$ cat config.mk
export PLATFORM = sky130hd
export DESIGN_NAME = da_serial_accu
export DESIGN_NICKNAME = d
export VERILOG_FILES = /design/src/rtl/da_pkg.sv /design/src/rtl/da_tag_pipe.sv /design/src/rtl/da_serial_accu.sv
export SDC_FILE = /design/constraint.sdc
export NUM_CORES = 1
export LEC_CHECK = 0
export ABC_AREA = 1
export CORE_ASPECT_RATIO = 0.7
export CORE_MARGIN = 2
export CORE_UTILIZATION = 66
export CTS_BUF_LIST = sky130_fd_sc_hd__clkbuf_4
export CTS_CLUSTER_DIAMETER = 150
export DETAILED_ROUTE_END_ITERATION = 10
export DONT_BUFFER_PORTS = 1
export HOLD_SLACK_MARGIN = 0.12
export PLACE_DENSITY = 0.78
export SYNTH_ARGS = -nofsm -noshare
export SYNTH_HDL_FRONTEND = slang
export SYNTH_SLANG_ARGS = --single-unit
$ cat constraint.sdc
create_clock -name clk -period 2.7 [get_ports clk]
set_clock_uncertainty 0.1 [all_clocks]
set_input_delay 0.405 -clock clk [delete_from_list [all_inputs] [get_ports clk]]
set_output_delay 0.405 -clock clk [all_outputs]
set_load 0.01 [all_outputs]
$ cat src/rtl/da_pkg.sv
// -----------------------------------------------------------------------------
// da_pkg
// Shared constants and types for the bit-serial distributed-arithmetic
// accumulator (da_serial_accu) and its tag delay line (da_tag_pipe).
//   NTAPS               : number of taps feeding the DA lookup table
//   DA_COEF0..4, da_coef: tap coefficients 1, 3, 5, 7, 9
//   da_state_e          : controller states IDLE / SHIFT / DRAIN
//   DA_B_DEFAULT        : default sample width (and serial cycles per result)
//   DA_LUT_LAT_DEFAULT  : default LUT latency in clock edges
// Optional feature macro used by the design: DA_SIGNED_EN (see da_serial_accu).
// -----------------------------------------------------------------------------
`timescale 1ns/1ps
package da_pkg;

  localparam int NTAPS              = 5;
  localparam int DA_B_DEFAULT       = 8;
  localparam int DA_LUT_LAT_DEFAULT = 3;

  localparam int DA_COEF0 = 1;
  localparam int DA_COEF1 = 3;
  localparam int DA_COEF2 = 5;
  localparam int DA_COEF3 = 7;
  localparam int DA_COEF4 = 9;

  typedef enum logic [1:0] {
    IDLE  = 2'd0,
    SHIFT = 2'd1,
    DRAIN = 2'd2
  } da_state_e;

  // Coefficient of a tap by index; out-of-range taps contribute nothing.
  function automatic int da_coef(input int tap);
    case (tap)
      0:       return DA_COEF0;
      1:       return DA_COEF1;
      2:       return DA_COEF2;
      3:       return DA_COEF3;
      4:       return DA_COEF4;
      default: return 0;
    endcase
  endfunction

endpackage

$ cat src/rtl/da_tag_pipe.sv
// -----------------------------------------------------------------------------
// da_tag_pipe
// DEPTH-stage delay line carrying a (valid, plane index) tag alongside the
// data travelling through the DA lookup table, so the accumulator knows which
// table_out value belongs to which bit-plane.
// Ports:
//   clk     in   clock, rising edge
//   reset   in   asynchronous active-low reset (clears every stage)
//   in_vld  in   tag valid entering the line
//   in_idx  in   plane index entering the line
//   out_vld out  tag valid, DEPTH edges later
//   out_idx out  plane index, DEPTH edges later
// -----------------------------------------------------------------------------
`timescale 1ns/1ps
module da_tag_pipe #(
  parameter int DEPTH = 3,
  parameter int IDXW  = 3
) (
  input  logic            clk,
  input  logic            reset,
  input  logic            in_vld,
  input  logic [IDXW-1:0] in_idx,
  output logic            out_vld,
  output logic [IDXW-1:0] out_idx
);

  logic            vld_reg [DEPTH];
  logic [IDXW-1:0] idx_reg [DEPTH];

  genvar gi;
  generate
    for (gi = 0; gi < DEPTH; gi++) begin : g_stage
      if (gi == 0) begin : g_head
        always_ff @(posedge clk or negedge reset) begin
          if (!reset) begin
            vld_reg[0] <= 1'b0;
            idx_reg[0] <= '0;
          end else begin
            vld_reg[0] <= in_vld;
            idx_reg[0] <= in_idx;
          end
        end
      end else begin : g_body
        always_ff @(posedge clk or negedge reset) begin
          if (!reset) begin
            vld_reg[gi] <= 1'b0;
            idx_reg[gi] <= '0;
          end else begin
            vld_reg[gi] <= vld_reg[gi-1];
            idx_reg[gi] <= idx_reg[gi-1];
          end
        end
      end
    end
  endgenerate

  assign out_vld = vld_reg[DEPTH-1];
  assign out_idx = idx_reg[DEPTH-1];

endmodule

$ cat src/rtl/da_serial_accu.sv
// -----------------------------------------------------------------------------
// da_serial_accu
// Bit-serial front/back end for a 5-tap distributed-arithmetic LUT with
// coefficients 1,3,5,7,9. A sample set is accepted in parallel, presented to
// the LUT one bit-plane per cycle (LSB first), and the LUT's registered partial
// sums are shift-accumulated into y = x0 + 3x1 + 5x2 + 7x3 + 9x4.
// Parameters:
//   B       sample width; also the number of serial planes per result
//   LUT_LAT edges from a table_in update to the matching table_out update
//           (must be >= 1)
// Ports:
//   clk       in   clock, rising edge
//   reset     in   asynchronous active-low reset
//   x_in      in   packed samples, x_i = x_in[i*B +: B]
//   x_valid   in   x_in valid
//   x_ready   out  idle, a sample set is accepted on x_valid
//   table_in  out  current bit-plane to the LUT (bit i = bit of x_i)
//   table_out in   LUT partial sum (0..25) for an earlier table_in
//   y         out  inner product, held until the next result
//   y_valid   out  one-cycle strobe for a new y
// Optional feature: define DA_SIGNED_EN for two's-complement samples; the MSB
// plane is then subtracted and y is a signed B+5-bit value.
// -----------------------------------------------------------------------------
`timescale 1ns/1ps
module da_serial_accu
  import da_pkg::*;
#(
  parameter int B       = DA_B_DEFAULT,
  parameter int LUT_LAT = DA_LUT_LAT_DEFAULT
) (
  input  logic               clk,
  input  logic               reset,
  input  logic [NTAPS*B-1:0] x_in,
  input  logic               x_valid,
  output logic               x_ready,
  output logic [NTAPS-1:0]   table_in,
  input  logic [4:0]         table_out,
  output logic [B+4:0]       y,
  output logic               y_valid
);

  localparam int YW   = B + 5;
  localparam int IDXW = (B > 1) ? $clog2(B) : 1;
  localparam logic [IDXW-1:0] IDX_LAST = IDXW'(B - 1);

  da_state_e                  state_reg;
  logic [NTAPS-1:0][B-1:0]    sh_reg;
  logic [NTAPS-1:0]           table_in_reg;
  logic                       issue_vld_reg;
  logic [IDXW-1:0]            issue_idx_reg;
  logic [YW-1:0]              acc_reg;
  logic [YW-1:0]              y_reg;
  logic                       y_valid_reg;
  logic                       x_ready_reg;

  logic [NTAPS-1:0][B-1:0]    x_shift;
  logic [NTAPS-1:0][B-1:0]    sh_shift;
  logic [NTAPS-1:0]           first_plane;
  logic [NTAPS-1:0]           next_plane;
  logic                       tag_vld;
  logic [IDXW-1:0]            tag_idx;
  logic [YW-1:0]              term;
  logic [YW-1:0]              acc_next;
  logic                       last_term;
  logic                       xfer;

  // Per-tap views: plane 0 goes straight out on transfer, the remainder is
  // kept pre-shifted so bit 0 of the register is always the next plane.
  genvar gi;
  generate
    for (gi = 0; gi < NTAPS; gi++) begin : g_tap
      assign first_plane[gi] = x_in[gi*B];
      assign x_shift[gi]     = x_in[gi*B +: B] >> 1;
      assign sh_shift[gi]    = sh_reg[gi] >> 1;
      assign next_plane[gi]  = sh_reg[gi][0];
    end
  endgenerate

  // Tag follows the issued plane; the tag pipe adds LUT_LAT edges so its
  // output lines up with the table_out produced for that plane.
  da_tag_pipe #(
    .DEPTH (LUT_LAT),
    .IDXW  (IDXW)
  ) u_tag_pipe (
    .clk     (clk),
    .reset   (reset),
    .in_vld  (issue_vld_reg),
    .in_idx  (issue_idx_reg),
    .out_vld (tag_vld),
    .out_idx (tag_idx)
  );

  assign xfer      = x_valid && x_ready_reg;
  assign last_term = tag_vld && (tag_idx == IDX_LAST);

  always_comb begin
    term     = YW'(table_out) << tag_idx;
    acc_next = acc_reg;
    if (tag_vld) begin
`ifdef DA_SIGNED_EN
      // MSB plane carries negative weight in two's complement.
      if (tag_idx == IDX_LAST) begin
        acc_next = acc_reg - term;
      end else begin
        acc_next = acc_reg + term;
      end
`else
      acc_next = acc_reg + term;
`endif
    end
  end

  always_ff @(posedge clk or negedge reset) begin
    if (!reset) begin
      state_reg     <= IDLE;
      sh_reg        <= '0;
      table_in_reg  <= '0;
      issue_vld_reg <= 1'b0;
      issue_idx_reg <= '0;
      acc_reg       <= '0;
      y_reg         <= '0;
      y_valid_reg   <= 1'b0;
      x_ready_reg   <= 1'b1;
    end else begin
      y_valid_reg <= 1'b0;
      if (tag_vld) begin
        acc_reg <= acc_next;
      end

      case (state_reg)
        IDLE: begin
          if (xfer) begin
            state_reg     <= SHIFT;
            x_ready_reg   <= 1'b0;
            sh_reg        <= x_shift;
            table_in_reg  <= first_plane;
            issue_vld_reg <= 1'b1;
            issue_idx_reg <= '0;
            acc_reg       <= '0;
          end
        end

        SHIFT: begin
          if (issue_idx_reg == IDX_LAST) begin
            // All planes issued; park table_in at zero while the LUT drains.
            state_reg     <= DRAIN;
            table_in_reg  <= '0;
            issue_vld_reg <= 1'b0;
          end else begin
            sh_reg        <= sh_shift;
            table_in_reg  <= next_plane;
            issue_idx_reg <= issue_idx_reg + 1'b1;
          end
        end

        DRAIN: begin
          // The final term is folded in on the same edge that publishes y.
          if (last_term) begin
            y_reg       <= acc_next;
            y_valid_reg <= 1'b1;
            x_ready_reg <= 1'b1;
            state_reg   <= IDLE;
          end
        end

        default: begin
          state_reg <= IDLE;
        end
      endcase
    end
  end

  assign x_ready  = x_ready_reg;
  assign table_in = table_in_reg;
  assign y        = y_reg;
  assign y_valid  = y_valid_reg;

endmodule

==> impl_metrics.tcl, run 1 <==
set metrics [dict create \
    grt_pass1_wl_mm 17.57 \
    htree_num_levels 3 \
    cap_viol_max_count 0 \
    max_freq_mhz 387.2 \
    track_usage_pct 29.94 \
    cell_internal_pwr_w 0.003638 \
    cts.root.buffer_cell "clkbuf_4" \
    clk_pin_slew_ns 0.12 \
    fin_cells 667 \
    antenna_violations_before_repair 0 \
    min_path_type "input port to flip-flop" \
    pin_count 68 \
    flow.area_growth_from_synthesis_pct 13.97 \
    post_route_cells_drive_above_1_share_pct 14.83 \
    max_clock_buf_depth 2 \
    place.detailed.instances 608 \
    dpl_worst_slack_ns 0.04131 \
    place_hpwl_mm 6.762 \
    globalRoute.totalOverflow 0 \
    yosysTopAreaCellShare_pct 46.31 \
    synthTopCellsByCount "nand2_1, dfrtp_1, inv_1" \
    routed_length_on_met2_mm 4.921 \
    period_minus_ws_final_ns 2.583 \
    worstPathArrival_ns 2.82 \
    synth-edff-count 0 \
    startpoint_type "flip-flop" \
    clock_sink_count 86 \
    crit_fanout 10 \
    post_synth_main_area_contributors "dfrtp_1, nand2_1, o211ai_2" \
    die-width_um 103.7 \
    cts_tree "built" \
    synth.yosys.seq_area_share_pct 46.88 \
    dieHeight_um 73.80 \
    final-hold-violation-count 0 \
    drt_pre_antenna_iters 5 \
    syn-mean-instance-area_um2 8.650 \
    route.antenna.remaining_nets 0 \
    final.setup.worst_slack_ns 0.1172 \
    power.combinational.fraction_pct 55.8 \
    power.density_cell_area_mw_per_mm2 1328 \
    m1WireLength_mm 4.798 \
    largest_register_ffs 30 \
    grt_max_degree 87 \
    power.static_leakage_nw 2.529 \
    max_transition_margin_pct 72.17 \
    detailroute.via_count 3711 \
    worstMarginPinSlew_ns 0.4174 \
    detail_route.vias_per_cell 5.564 \
    worstSetupEndpointType "flip-flop" \
    drt-total-wl_mm 10.76 \
    sequentialPowerShare_pct 33.6 \
    crit-reg2reg-launch "u_tag_pipe.out_idx[0]" \
    mappedNetlistArea_mm2 0.004593 \
    post_dp_cell_area_mm2 0.004631 \
    vdd.ir_drop.worst_uv 735.5 \
    switchingPower_w 0.003313 \
    p_sw_share_pct 47.66 \
    placeableCoreArea_mm2 0.006756 \
    clock_latency_ns 0.44 \
    start_to_end_type_of_the_worst_setup_path "flip-flop to flip-flop" \
    design.final.nets 631 \
    synth.ff_latch_count 86 \
    finalHoldWorstSlack_ns 0.1502 \
    drc 0 \
    postSynth.topFlopCell "dfrtp_1" \
    power_frac_clock_pct 10.6 \
    setup.worst_path.start "u_tag_pipe.out_idx[0]" \
    synth.net_count 594 \
    placement.io_buffers 0 \
    timing.final.max_slew_violations 0 \
    worstPathRequired_ns 2.94 \
    yosys.cell_count.top_type "nand2_1" \
    final_area_mm2 0.005235 \
    worstHoldStart "x_in[17]" \
    met3_length_um 843 \
    drt_first_iter_violations 322 \
    first_global_vias 3607 \
    die-area_mm2 0.007653 \
    floorplan.rows 25 \
    postSynthCellCount 531 \
    status "finished clean" \
    yosys_warnings 0 \
    area_leader_netlist "dfrtp_1" \
    grt_setup_unrepaired "true" \
    async_reset_ff_share_pct 100.0 \
    num_antenna_cells 0 \
    setup_viol_count_final 0 \
    highest_layer "met4" \
    initial_core_util_pct 67.98 \
    tritoncts.num_buffers 9 \
    period_share_pct 95.66 \
    detail_route.wl_per_cell_um 16.13 \
    yosys.cell_types.count 38 \
    gpl.final_weighted_congestion 0.9623 \
]
final timing paths:
check,cells after the start,endpoint,slack (ns)
max in group asynchronous,2,x_ready,1.75
max,14,y[12],0.12
min,2,next_plane[2],0.15
max reg2reg,14,y[12],0.12
min reg2reg,0,u_tag_pipe.idx_reg[3],0.26
min in group asynchronous,2,acc_reg[7],0.42
cell type report:
class / instances / area [um2]
clock inverters: 4 / 47.55
repair buffers: 47 / 500.5
flip-flops and latches: 86 / 2155
well taps: 94 / 117.6
inverters: 65 / 249.0
clock buffers: 12 / 90.09
multi-input cells: 359 / 2076
fillers: 478 / 1521
through the flow:
step	utilization [%]	power, W	TNS, ns
after floorplan	-	0.005313	0
after global placement	68.54	0.005842	0
after detailed placement	68.54	0.005959	0
after CTS	77.06	0.006777	0
after global routing	77.48	0.007549	-0.09851
final	77.48	0.006951	0
layout by cell type, fill, tap and decap left out, types with 2 or more instances in the layout:
master         netlist  routed
inv_1               61      60
xnor2_1              5       5
nor2_2               0       2
dlygate4sd3_1        0      41
a22oi_1              5       5
inv_2                2       3
nand3b_1             2       2
clkbuf_4             0      12
or2_2                7       7
a22o_1               2       2
buf_12               0       2
a21oi_1             11      10
nand4_1              5       5
o211ai_2            19      19
nor2_8               2       2
dfrtp_1             85      84
nor3_1               3       2
nand3_1             26      26
mux2i_1              2       2
ha_1                14      14
nand2_1            150     150
o21ai_0             30      25
nor2_1              34      32
o211ai_1             6       6
o21ai_2             20      20
inv_4                2       2
buf_4                0       3
o21ai_1              7      12
power groups by stage:
stage | combinational [W] | clock, W | sequential, W
floorplan | 0.00310 | 0 | 0.00221
detailed placement | 0.00362 | 0 | 0.00234
global placement | 0.00352 | 0 | 0.00232
CTS | 0.00372 | 0.000744 | 0.00231
global route | 0.00435 | 0.000794 | 0.00240
finish | 0.00388 | 0.000737 | 0.00234
cell families after synthesis:
family,count (synthesis),synth area share (%)
simple gates,233,22.12
mux,2,0.4359
xor+xnor,5,0.9534
buf+inv,86,8.363
fa+ha+maj,15,4.250
flops,86,46.88
compound gates,104,17.00
layer usage:
layer	vias to the layer above	track usage, %
met5	-	0
met4	0	9.910
met3	22	9.494
met2	147	47.98
met1	1737	39.53
li1	1805	-
critical path: stages (launching register included):
cell	delay (ns)
dfrtp_2	0.49
o21ai_0	0.30
o21ai_1	0.14
o21ai_0	0.27
ha_1	0.35
nand2_1	0.14
inv_1	0.05
nand2_1	0.10
nand2_1	0.06
nand2_1	0.05
nand3_1	0.11
nand3b_1	0.13
nand2_1	0.06
nand2_1	0.07
nand2_1	0.05
repair_timing:
| action | in CTS | in global routing |
|---|---|---|
| hold buffers | 42 | 0 |
| hold endpoints to repair | 127 | 0 |
| endpoints found under the setup margin | 0 | 20 |
| gates resized for setup | 0 | 12 |
| setup buffers | 0 | 1 |
No activity file was read; power rests on OpenSTA's default activity.
==> run 2, diff against run 1 <==
CORE_MARGIN = 1.5   (was 2)
GPL_ROUTABILITY_DRIVEN = 0   (was default)
==> impl_metrics.tcl, run 2 (synthesized netlist as in run 1, its figures left out) <==
set metrics [dict create \
    pin_count 68 \
    startpoint_type "flip-flop" \
    cell_internal_pwr_w 0.003551 \
    setup_viol_count_final 0 \
    period_share_pct 95.65 \
    critPathMaxStageDelay_ns 0.46 \
    power.static_leakage_nw 2.531 \
    worstPathCellList "clkbuf_2 -> nand2_1 -> nand2_1 -> o21ai_0 -> nor2_1 -> ha_1 -> nand2_1 -> nand3_1 -> nand2_1 -> nand2_1 -> xnor2_1 -> nand2_1 -> nand3_1 -> nand2_1" \
    vdd.ir_drop.worst_uv 618.5 \
    floorplan.rows 25 \
    place_hpwl_mm 6.793 \
    worstPathArrival_ns 2.83 \
    placement.io_buffers 0 \
    die-width_um 102.7 \
    largest_register_ffs 30 \
    crit_top_cell "nand2_1" \
    worstSetupEndpointType "flip-flop" \
    min_path_type "flip-flop to flip-flop" \
    power_frac_clock_pct 8.7 \
    timing.final.max_slew_violations 0 \
    design.final.nets 636 \
    drt-total-wl_mm 10.56 \
    crit_fanout 6 \
    detailroute.via_count 3772 \
    crit_slowest_cell "dfrtp_2" \
    max_freq_mhz 387.2 \
    sequentialPowerShare_pct 33.8 \
    placeableCoreArea_mm2 0.006756 \
    flow.area_growth_from_synthesis_pct 13.92 \
    status "finished clean" \
    clk_pin_slew_ns 0.13 \
    power.density_cell_area_mw_per_mm2 1315 \
    final_area_mm2 0.005233 \
    route.antenna.remaining_nets 0 \
    worstPathBufferInverterCount 1 \
    start_to_end_type_of_the_worst_setup_path "flip-flop to flip-flop" \
    htree_num_levels 3 \
    post_route_cells_drive_above_1_share_pct 15.25 \
    tritoncts.num_buffers 9 \
    detail_route.vias_per_cell 5.621 \
    drt_pre_antenna_iters 5 \
    globalRoute.totalOverflow 0 \
    worstMarginPinSlew_ns 0.4095 \
    final.fill_count 467 \
    mostFrequentLayoutCells "nand2_1, dfrtp_1, inv_1" \
    place.detailed.instances 609 \
    first_global_vias 3547 \
    switchingPower_w 0.003330 \
    grt_pass1_wl_mm 17.04 \
    cts.root.buffer_cell "clkbuf_4" \
    fin_cells 671 \
    die-area_mm2 0.007477 \
    drc 0 \
    grt_max_degree 87 \
    track_usage_pct 30.39 \
    dieHeight_um 72.80 \
    critPathTopFamily "simple AND/OR/NAND/NOR gates" \
    detail_route.wl_per_cell_um 15.73 \
    num_antenna_cells 0 \
    p_sw_share_pct 48.40 \
    initial_core_util_pct 67.98 \
    cap_viol_max_count 0 \
    clock_latency_ns 0.44 \
    period_minus_ws_final_ns 2.582 \
    grt_setup_unrepaired "true" \
    max_transition_margin_pct 72.70 \
    final-hold-violation-count 0 \
    drt_first_iter_violations 238 \
    clock_sink_count 86 \
    cts_tree "built" \
    mostFrequentLayoutCell "nand2_1" \
    max_clock_buf_depth 2 \
    power.combinational.fraction_pct 57.5 \
    post_dp_cell_area_mm2 0.004638 \
    antenna_violations_before_repair 0 \
    util_after_layout_pct 77.44 \
    worstPathRequired_ns 2.94 \
]
## run 2: cell types whose count changed in the layout (fill, tap and decap cells not counted), sizes merged
cell,delta
buf,+3
clkbuf,-2
clkinv,+2
bufinv,-1
clkinvlp,+1
dlygate4sd3,+1
## run 2: cell type report
type                    count  area (um2)  area share, %
inverters                  65       249.0          4.758
repair buffers             52       538.0          10.28
clock buffers               9       67.56          1.291
well taps                  94       117.6          2.248
clock inverters             6       30.03         0.5739
flip-flops and latches     86        2156          41.20
multi-input cells         359        2074          39.65
## run 2: per-stage QoR
stage	power (W)	hold slack [ns]	TNS, ns	setup slack [ns]
after floorplan	0.005313	0.009409	0	0.5077
after global placement	0.005823	0.01123	0	0.1409
after detailed placement	0.005987	0.01147	0	0.08442
after CTS	0.006678	0.2699	0	0.05941
after global routing	0.007517	0.2741	-0.4117	-0.07630
final	0.006881	0.2698	0	0.1175
## run 2: worst reg2reg max path: stages, from the launching register on
cell and delay (ns):
dfrtp_2 0.46, clkbuf_2 0.15, nand2_1 0.06, nand2_1 0.09, o21ai_0 0.28, nor2_1 0.13
ha_1 0.37, nand2_1 0.12, nand3_1 0.17, nand2_1 0.10, nand2_1 0.06, xnor2_1 0.13
nand2_1 0.08, nand3_1 0.11, nand2_1 0.06
## run 2: worst paths after layout
kind / slack (ns) / start / depth (start not counted) / end
worst max-delay path: 0.12 / u_tag_pipe.out_idx[0] / 14 / y[6]
worst min-delay path: 0.27 / u_tag_pipe.idx_reg[6] / 0 / u_tag_pipe.idx_reg[3]
worst max register to register: 0.12 / u_tag_pipe.out_idx[0] / 14 / y[6]
worst min register to register: 0.27 / u_tag_pipe.idx_reg[6] / 0 / u_tag_pipe.idx_reg[3]
max in group asynchronous: 1.74 / reset / 2 / y[8]
min in group asynchronous: 0.42 / reset / 2 / acc_reg[11]
## run 2: power groups by stage
stage,Sequential (W),Combinational (W),Clock (W)
global placement,0.00231,0.00351,0
finish,0.00233,0.00396,0.000598
floorplan,0.00221,0.00310,0
detailed placement,0.00234,0.00365,0
global route,0.00240,0.00446,0.000663
CTS,0.00231,0.00375,0.000609
## run 2: timing repair
item | CTS | global route
setup endpoints to repair | 0 | 20
setup buffers | 0 | 4
gates resized for setup | 0 | 11
hold buffers | 43 | 0
endpoints found under the hold margin | 128 | 0
## run 2: metal layers
metal  wire, um  global-route usage (%)
met5          0                       0
met4        194                   8.980
met3        935                   10.54
met2       4737                   44.15
met1       4691                   43.40
